`config.mk`:
```
export PLATFORM = sky130hd
export DESIGN_NAME = li_expander_flat
export DESIGN_NICKNAME = d
export VERILOG_FILES = /design/src/rtl/li_pkg.sv /design/src/rtl/li_expander_if.sv /design/src/rtl/li_classify.sv /design/src/rtl/li_expander.sv /design/src/flat_wrapper.sv
export SDC_FILE = /design/constraint.sdc
export NUM_CORES = 1
export LEC_CHECK = 0
export ABC_CLOCK_PERIOD_IN_PS = 1750
export CAP_MARGIN = 5
export CORE_MARGIN = 4
export CORE_UTILIZATION = 41
export CTS_CLUSTER_SIZE = 10
export DETAILED_ROUTE_END_ITERATION = 7
export PLACE_DENSITY = 0.73
export SLEW_MARGIN = 20
export SYNTH_ARGS = -nofsm -noshare
export SYNTH_HDL_FRONTEND = slang
export SYNTH_SLANG_ARGS = --single-unit
```
`constraint.sdc`:
```
create_clock -name clk -period 1.75 [get_ports clk]
set_clock_uncertainty 0.05 [all_clocks]
set_input_delay 0.175 -clock clk [delete_from_list [all_inputs] [get_ports clk]]
set_output_delay 0.175 -clock clk [all_outputs]
set_load 0.02 [all_outputs]
```
`src/rtl/li_pkg.sv`:
```
// rtl/li_pkg.sv - opcodes, state/class enums and I-type encoder for the load-immediate expander
package li_pkg;

    localparam logic [5:0] OPC_ADDIU = 6'b001001;
    localparam logic [5:0] OPC_ORI   = 6'b001101;
    localparam logic [5:0] OPC_LUI   = 6'b001111;

    typedef enum logic [1:0] {
        IDLE,
        EMIT1,
        EMIT2
    } li_state_e;

    // SEXT/ZEXT/UPPER fit in one word; PAIR needs lui followed by ori
    typedef enum logic [1:0] {
        SEXT,
        ZEXT,
        UPPER,
        PAIR
    } li_class_e;

    function automatic logic [31:0] li_encode(
        input logic [5:0]  opc,
        input logic [4:0]  rs,
        input logic [4:0]  rt,
        input logic [15:0] imm
    );
        return {opc, rs, rt, imm};
    endfunction

    // First word of any sequence always reads $0 as its source
    function automatic logic [31:0] li_first_word(
        input li_class_e   cls,
        input logic [31:0] value,
        input logic [4:0]  rt
    );
        case (cls)
            SEXT:    return li_encode(OPC_ADDIU, 5'd0, rt, value[15:0]);
            ZEXT:    return li_encode(OPC_ORI,   5'd0, rt, value[15:0]);
            default: return li_encode(OPC_LUI,   5'd0, rt, value[31:16]);
        endcase
    endfunction

endpackage

```
`src/rtl/li_expander_if.sv`:
```
// rtl/li_expander_if.sv - request/instruction handshake bundle for the load-immediate expander
interface li_expander_if;

    logic        in_valid;
    logic        in_ready;
    logic [31:0] in_value;
    logic [4:0]  in_rt;
    logic        out_valid;
    logic        out_ready;
    logic [31:0] out_instr;
    logic        out_last;

    modport master (
        output in_valid,
        input  in_ready,
        output in_value,
        output in_rt,
        input  out_valid,
        output out_ready,
        input  out_instr,
        input  out_last
    );

    modport slave (
        input  in_valid,
        output in_ready,
        input  in_value,
        input  in_rt,
        output out_valid,
        input  out_ready,
        output out_instr,
        output out_last
    );

endinterface

```
`src/rtl/li_classify.sv`:
```
// rtl/li_classify.sv - picks the shortest immediate sequence class for a 32-bit constant
module li_classify
    import li_pkg::*;
#(
    parameter bit ALLOW_ADDIU = 1'b1
) (
    input  logic [31:0] i_value,
    output li_class_e   o_class
);

    logic w_sext_fits;
    logic w_upper_zero;
    logic w_lower_zero;

    assign w_sext_fits  = (&i_value[31:15]) | (~|i_value[31:15]);
    assign w_upper_zero = ~|i_value[31:16];
    assign w_lower_zero = ~|i_value[15:0];

    // Priority: addiu, then ori, then lui, else the two-word pair
    always_comb begin
        o_class = PAIR;
        if (ALLOW_ADDIU && w_sext_fits) begin
            o_class = SEXT;
        end else if (w_upper_zero) begin
            o_class = ZEXT;
        end else if (w_lower_zero) begin
            o_class = UPPER;
        end
    end

endmodule

```
`src/rtl/li_expander.sv`:
```
// rtl/li_expander.sv - load-immediate expander top; optional LI_ZERO_DROP_EN swallows requests targeting $0
module li_expander
    import li_pkg::*;
#(
    parameter bit ALLOW_ADDIU = 1'b1
) (
    input  logic         clk,
    input  logic         rst_n,
    li_expander_if.slave bus
);

    li_state_e   r_state;
    li_class_e   r_class;
    logic [15:0] r_imm_lo;
    logic [4:0]  r_rt;
    logic        r_in_ready;
    logic        r_out_valid;
    logic        r_out_last;
    logic [31:0] r_out_instr;

    li_class_e   w_class;
    logic [31:0] w_first;
    logic [31:0] w_second;
    logic        w_accept;
    logic        w_out_fire;
    logic        w_drop;

    li_classify #(
        .ALLOW_ADDIU(ALLOW_ADDIU)
    ) u_classify (
        .i_value(bus.in_value),
        .o_class(w_class)
    );

    assign w_accept   = bus.in_valid & r_in_ready;
    assign w_out_fire = r_out_valid & bus.out_ready;

    // The first word is built straight from the request so it is ready the cycle after accept;
    // only the low half of the value is still needed afterwards, for the PAIR ori word.
    assign w_first  = li_first_word(w_class, bus.in_value, bus.in_rt);
    assign w_second = li_encode(OPC_ORI, r_rt, r_rt, r_imm_lo);

`ifdef LI_ZERO_DROP_EN
    assign w_drop = (bus.in_rt == 5'd0);
`else
    assign w_drop = 1'b0;
`endif

    assign bus.in_ready  = r_in_ready;
    assign bus.out_valid = r_out_valid;
    assign bus.out_instr = r_out_instr;
    assign bus.out_last  = r_out_last;

    // Sequencer: accept in IDLE, present one or two words, hold them stable until taken
    always_ff @(posedge clk) begin
        if (!rst_n) begin
            r_state     <= IDLE;
            r_class     <= SEXT;
            r_imm_lo    <= 16'd0;
            r_rt        <= 5'd0;
            r_in_ready  <= 1'b0;
            r_out_valid <= 1'b0;
            r_out_last  <= 1'b0;
            r_out_instr <= 32'd0;
        end else begin
            case (r_state)
                IDLE: begin
                    r_in_ready <= 1'b1;
                    if (w_accept && !w_drop) begin
                        r_imm_lo    <= bus.in_value[15:0];
                        r_rt        <= bus.in_rt;
                        r_class     <= w_class;
                        r_out_instr <= w_first;
                        r_out_last  <= (w_class != PAIR);
                        r_out_valid <= 1'b1;
                        r_in_ready  <= 1'b0;
                        r_state     <= EMIT1;
                    end
                end
                EMIT1: begin
                    if (w_out_fire) begin
                        if (r_class == PAIR) begin
                            r_out_instr <= w_second;
                            r_out_last  <= 1'b1;
                            r_state     <= EMIT2;
                        end else begin
                            r_out_valid <= 1'b0;
                            r_out_last  <= 1'b0;
                            r_in_ready  <= 1'b1;
                            r_state     <= IDLE;
                        end
                    end
                end
                EMIT2: begin
                    if (w_out_fire) begin
                        r_out_valid <= 1'b0;
                        r_out_last  <= 1'b0;
                        r_in_ready  <= 1'b1;
                        r_state     <= IDLE;
                    end
                end
                default: begin
                    r_out_valid <= 1'b0;
                    r_out_last  <= 1'b0;
                    r_in_ready  <= 1'b0;
                    r_state     <= IDLE;
                end
            endcase
        end
    end

endmodule

```
`src/flat_wrapper.sv`:
```
// flat-port wrapper written by rule: the top's interface ports become plain ports
module li_expander_flat import li_pkg::*;
#(
    parameter bit ALLOW_ADDIU = 1'b1
)
  (clk, rst_n, bus_in_valid, bus_in_ready, bus_in_value, bus_in_rt, bus_out_valid, bus_out_ready, bus_out_instr, bus_out_last);
  li_expander_if bus_i ();
  input  logic clk;
  input  logic rst_n;
  input wire logic [$bits(bus_i.in_valid)-1:0] bus_in_valid;
  output wire logic [$bits(bus_i.in_ready)-1:0] bus_in_ready;
  input wire logic [$bits(bus_i.in_value)-1:0] bus_in_value;
  input wire logic [$bits(bus_i.in_rt)-1:0] bus_in_rt;
  output wire logic [$bits(bus_i.out_valid)-1:0] bus_out_valid;
  input wire logic [$bits(bus_i.out_ready)-1:0] bus_out_ready;
  output wire logic [$bits(bus_i.out_instr)-1:0] bus_out_instr;
  output wire logic [$bits(bus_i.out_last)-1:0] bus_out_last;
  assign bus_i.in_valid = bus_in_valid;
  assign bus_in_ready = bus_i.in_ready;
  assign bus_i.in_value = bus_in_value;
  assign bus_i.in_rt = bus_in_rt;
  assign bus_out_valid = bus_i.out_valid;
  assign bus_i.out_ready = bus_out_ready;
  assign bus_out_instr = bus_i.out_instr;
  assign bus_out_last = bus_i.out_last;
  li_expander #(.ALLOW_ADDIU(ALLOW_ADDIU)) u_core (.clk(clk), .rst_n(rst_n), .bus(bus_i));
endmodule
```
-- After elaboration in Yosys (flattened, before gate mapping)
Index checks and enable logic that the tools add are counted.
- flip-flop bits (word level): 60
- input bits: 41
- output and inout bits: 35
- logic and storage cells: 61
- eq/ne operators: 10
- muxes and demuxes: 27
- bitwise logic cells: 3
- reductions and logical operators: 13
- operators with widths (kind ; count):
    2-to-1 mux 32 bit ; 3
    case mux 32 bit (2 select lines) ; 1
    case mux 29 bit (2 select lines) ; 1
    OR reduction 16 bit ; 2
    AND reduction 17 bit ; 1
    OR reduction 17 bit ; 1
    2-to-1 mux 1 bit ; 12
    2-to-1 mux 2 bit ; 6
    case mux 1 bit (3 select lines) ; 3
    inequality test 2 x 1 -> 1 bit, second input constant ; 4
    AND reduction 4 bit ; 2
    case mux 2 bit (3 select lines) ; 1
    AND reduction 3 bit ; 2
    equality test 2 x 1 -> 1 bit, second input constant ; 2
    equality test 2 bit, second input constant ; 2
    zero test 2 bit ; 2
    inequality test 2 bit, second input constant ; 2
    bitwise AND 1 bit ; 2
    AND reduction 2 bit ; 1
    nonzero test 2 bit ; 1
    zero test 1 bit ; 1
    OR 1 bit ; 1

-- Longest topological paths before layout
- depth in word-level cells: 8
- depth in mapped cells: 10
- mapped depth without buffers: 7

-- Hierarchy
From an unflattened synthesis, not the netlist that was laid out.
- cells, all modules: 335
- area total of the unflattened synthesis: 2678.8 um^2
- by module, submodules not included (module ; times used ; cells each ; area each (um^2) ; seq. area each (um^2)):
    li_expander ; 1 ; 316 ; 2529.9 ; 1141.1
    li_classify ; 1 ; 19 ; 148.9 ; 0.0

-- Worst setup path before layout
OpenSTA, ideal clock, no wires.
- path kind: register to register
- start point: register u_core.r_state[1]
- end point: register u_core.r_out_instr[10], in the netlist u_core.bus.out_instr[10]
- setup time: 128 ps
- data arrival time: 1721 ps
- data required time: 1572 ps
- path slack: -149 ps
- stages on the path, launching flop included: 11
- path buffers: 4
- period minus slack after synthesis: 1899 ps
- cell sequence: dfxtp_1 inv_1 ha_1 buf_6 a21boi_1 a221o_1 buf_6 buf_6 buf_6 a31oi_1 o21ai_1
- word-level cells in the longest chain between the ends: 3
- elaborated cells between the ends (all ways): 8
- those cells by class: eq/ne (4); mux (1); reduce/logical (3)
- RTL lines (item ; RTL line ; RTL):
    from (decl) ; li_expander.sv:12 ; li_state_e r_state;
    from (signal assigned) ; li_expander.sv:57 ; r_state <= IDLE;
    from (signal assigned) ; li_expander.sv:77 ; r_state <= EMIT1;
    from (signal assigned) ; li_expander.sv:85 ; r_state <= EMIT2;
    equality test 2 x 1 -> 1 bit / zero test 2 bit (equally long branches) ; li_expander.sv:66 ; case (r_state)
    inequality test 2 x 1 -> 1 bit (no source line) / nonzero test 2 bit (equally long branches) ; -- ;
    AND reduction 4 bit (no source line) ; -- ;
    to (signal assigned) ; li_expander.sv:73 ; r_out_instr <= w_first;
    to (signal assigned) ; li_expander.sv:83 ; r_out_instr <= w_second;
    to (decl) ; li_expander.sv:19 ; logic [31:0] r_out_instr;
Several ways; a longest one is shown, not always the timed one.
A chain may end at the register's enable or synchronous reset.

-- Worst setup path in the final report
- start point: register u_core.r_state[1]
- end point: register u_core.r_out_instr[7], in the netlist u_core.bus.out_instr[7]
The elaborated chain is that of the path after synthesis.

==> flow_metrics.py <==
metrics = {
    "logic_synthesis": {
        "ys_seq_area_share_pct": 42.6,
        "synth_ff_type": "dfxtp_1",
        "async_flop_share_pct": 0,
        "synth_cell_types": 36,
        "synthesis.area_sq_mm": 0.00268,
        "yosys_warnings": 0,
        "synth-seq-cells": 57,
        "synthCells": 315,
        "synth_edf_count": 0,
        "avgSynthCellArea_sq_um": 8.50,
    },
    "route": {
        "ant_nets": 0,
        "drt_iter0_drc": 178,
        "routed_wire_length_per_instance_microns": 16.4,
        "num_vias": 2764,
        "vias_per_cell": 5.52,
        "dr.pass1.iters": 5,
        "routed_wl_microns": 8200,
        "drc": 0,
    },
    "cts": {
        "ctsHtreeMaxLevel": 3,
        "ctsRootBufferMaster": "clkbuf_8",
        "cts_tree": "yes",
        "clk_latency_ns": 0.33,
        "clock_sinks": 57,
        "cts_max_path_buffers": 2,
        "cts_buffers": 9,
        "ctsHoldBuffers": 0,
        "clkTransAtPathRegs_ns": 0.06,
    },
    "placement": {
        "place_inst": 478,
        "place.gp.congestion": 0.844,
        "post-dp-hpwl_microns": 5510,
        "portBuffers": 73,
    },
    "power": {
        "switchingPower_w": 0.00181,
        "p_leak_nw": 1.64,
        "powerDensity_mw_per_mm2": 1250,
        "pwr-share-comb_pct": 41.8,
        "p_int_w": 0.00347,
        "p_seq_share_pct": 31.5,
        "power_frac_clock_pct": 26.7,
        "peakVddDrop_mv": 1.10,
        "switching_share_pct": 34.3,
    },
    "worst_setup_path": {
        "crit_end": "u_core.bus.out_instr[7]$_SDFFE_PN0P_",
        "timing.rr.start": "u_core.r_state[1]$_SDFFE_PN0P_",
        "rr_worst_depth": 8,
        "critPathArrivalTime_ns": 1.96,
        "startpoint_type": "flip-flop",
        "worstSetupPathType": "flip-flop to flip-flop",
        "cp_num_cells": 8,
        "cp-end-kind": "flip-flop",
        "crit_family": "compound AO/OA/AOI/OAI gates",
        "r2r_slack_ns": -0.04,
        "r2r-end": "u_core.bus.out_instr[7]$_SDFFE_PN0P_",
        "critPathBufInv": 3,
        "path_max_fanout": 8,
        "cp_data_required_time_ns": 1.92,
        "worstSetupStartpoint": "u_core.r_state[1]$_SDFFE_PN0P_",
        "slowest_stage": "a221o_1",
        "critical-path-max-stage-delay_ns": 0.34,
        "crit_chain": "inv_2 -> ha_4 -> nand2b_4 -> a221o_1 -> buf_6 -> buf_12 -> a31oi_4 -> o21ai_2",
    },
    "sta": {
        "fmax_ghz": 0.558,
        "fin_ws_ns": -0.0416,
        "layout_min_cycle_time_ns": 1.79,
        "hold_violations": 0,
        "fin_crit_sh_pct": 102,
        "tns_ns": -0.189,
        "setup_violations": 12,
        "grt_setup_unrepaired": "yes",
        "maxSlewViolCount": 0,
    },
    "global_route": {
        "met2_usage_pct": 35.5,
        "grt.busiest_layer": "met2",
        "grt_max_degree": 55,
        "grt_overflow_total": 0,
        "grt_usage_pct": 21.1,
        "gr-usage-met1_pct": 25.4,
        "grt_pass1_wl_microns": 12800,
        "grt_pass1_vias": 2765,
        "antenna_found_initial": 0,
        "use_met3_pct": 6.33,
    },
    "final_layout": {
        "diodes": 0,
        "final_nets": 464,
        "fin_cells": 501,
        "syn2layout_area_growth_pct": 57.9,
        "drive_gt1_share_pct": 21.9,
    },
    "die": {
        "core_area_sq_mm": 0.00635,
        "start_util_pct": 42.2,
        "die_w_microns": 88.8,
        "die_y_microns": 88.8,
        "ios": 76,
        "row_count": 29,
        "dieArea_sq_mm": 0.00789,
    },
    "run": {
        "maxCapViolations": 0,
    },
    "run_status": {
        "status": "finished, violations left",
        "violations": "setup timing",
    },
    "min_path": {
        "hold_path.class": "primary input to flip-flop",
    },
}
[logic make-up after synthesis]
kind of cell | count (synthesis) | share of synthesized area [%]
DFF | 57 | 42.6
adders and majority gates | 4 | 1.87
other | 1 | 0.140
AOI/OAI and AO/OA | 83 | 21.4
muxes | 16 | 5.98
and+or+nand+nor | 121 | 21.2
buffers and inverters | 33 | 6.82
[metrics by stage]
stage	power [W]	utilization [%]	worst slack [ns]	hold WS (ns)	instance area, sq um
after floorplan	0.00261	-	-0.0406	0.270	2700
after global placement	0.00334	58.5	-0.261	0.400	3710
after detailed placement	0.00337	58.5	-0.288	0.406	3710
after CTS	0.00491	63.0	-0.0387	0.168	4000
after global routing	0.00554	66.6	-0.102	0.195	4230
final	0.00528	66.6	-0.0416	0.181	4230
[power groups by stage]
stage,logic [W],registers (W),clock network [W]
after floorplan,0.000826,0.00179,0
after global routing,0.00236,0.00168,0.00150
after CTS,0.00183,0.00164,0.00143
after detailed placement,0.00170,0.00167,0
final,0.00221,0.00166,0.00141
after global placement,0.00168,0.00166,0
[routing by layer]
layer | share of wire, % | vias up
li1 | - | 1322
met1 | 44 | 1311
met2 | 48 | 118
met3 | 6.9 | 13
met4 | 1.2 | 0
met5 | 0 | -
[flip-flops by register name, summed over array words and instances (netlist names)]
name / count
u_core.r_state: 2
u_core.bus.out_instr: 29
u_core.r_imm_lo: 16
u_core.bus.out_valid: 1
u_core.bus.out_last: 1
u_core.bus.in_ready: 1
u_core.r_rt: 5
u_core.r_class: 2
[timing repair]
action	4_1_cts	5_1_grt
setup buffers	3	1
pin swaps	9	7
cloned	0	3
setup endpoints to repair	28	30
resized for setup	14	31
[layout make-up]
cell class	instances	area, sq um
Multi-Input combinational cell	226	1550
Inverter	7	26.3
Tap cell	77	96.3
Timing Repair Buffer	118	1180
Clock inverter	5	77.6
Fill cell	487	2120
Sequential cell	57	1140
Clock buffer	11	151
[placed cells by master (no fill, tap or decap), types with 6 or more instances in the layout]
cell              n
mux2i_1          16
nor2_1           11
nor2_4            6
nor4_1            6
nand2_1          52
clkbuf_8         11
buf_12            6
a31oi_1          11
o21ai_1          15
dfxtp_1          55
nor2b_1          12
clkdlybuf4s50_1  72
nand3_1          18
buf_4            34
a21boi_0         22
[cell usage after synthesis, drive strengths merged, types with 6 or more instances]
cell type   n  share of area, %
inv         7              0.98
dfxtp      57                43
nor4        9               2.1
a31oi      15               3.5
nor2b      12               2.8
a22oi       6               1.7
o21ai      20               3.7
nand3      19               4.0
clkbuf     13               1.8
buf        13               4.0
nand2      52               7.3
nor2       20               2.9
mux2i      16               6.0
a21boi     25               7.0
[worst min-delay path by stage]
stage | from | to | cells after the start
2_1_floorplan | bus_in_rt[3] | u_core.r_rt[3]$_SDFFE_PN0P_ | 2
4_1_cts | rst_n | u_core.bus.out_instr[26]$_SDFFE_PN0P_ | 2
3_3_place_gp | u_core.r_imm_lo[2]$_SDFFE_PN0P_ | u_core.r_imm_lo[2]$_SDFFE_PN0P_ | 2
6_report | rst_n | u_core.bus.out_instr[26]$_SDFFE_PN0P_ | 2
3_5_place_dp | u_core.r_imm_lo[14]$_SDFFE_PN0P_ | u_core.r_imm_lo[14]$_SDFFE_PN0P_ | 2
5_1_grt | rst_n | u_core.bus.out_instr[26]$_SDFFE_PN0P_ | 2
Note: power is estimated with default switching activity, not from simulation.
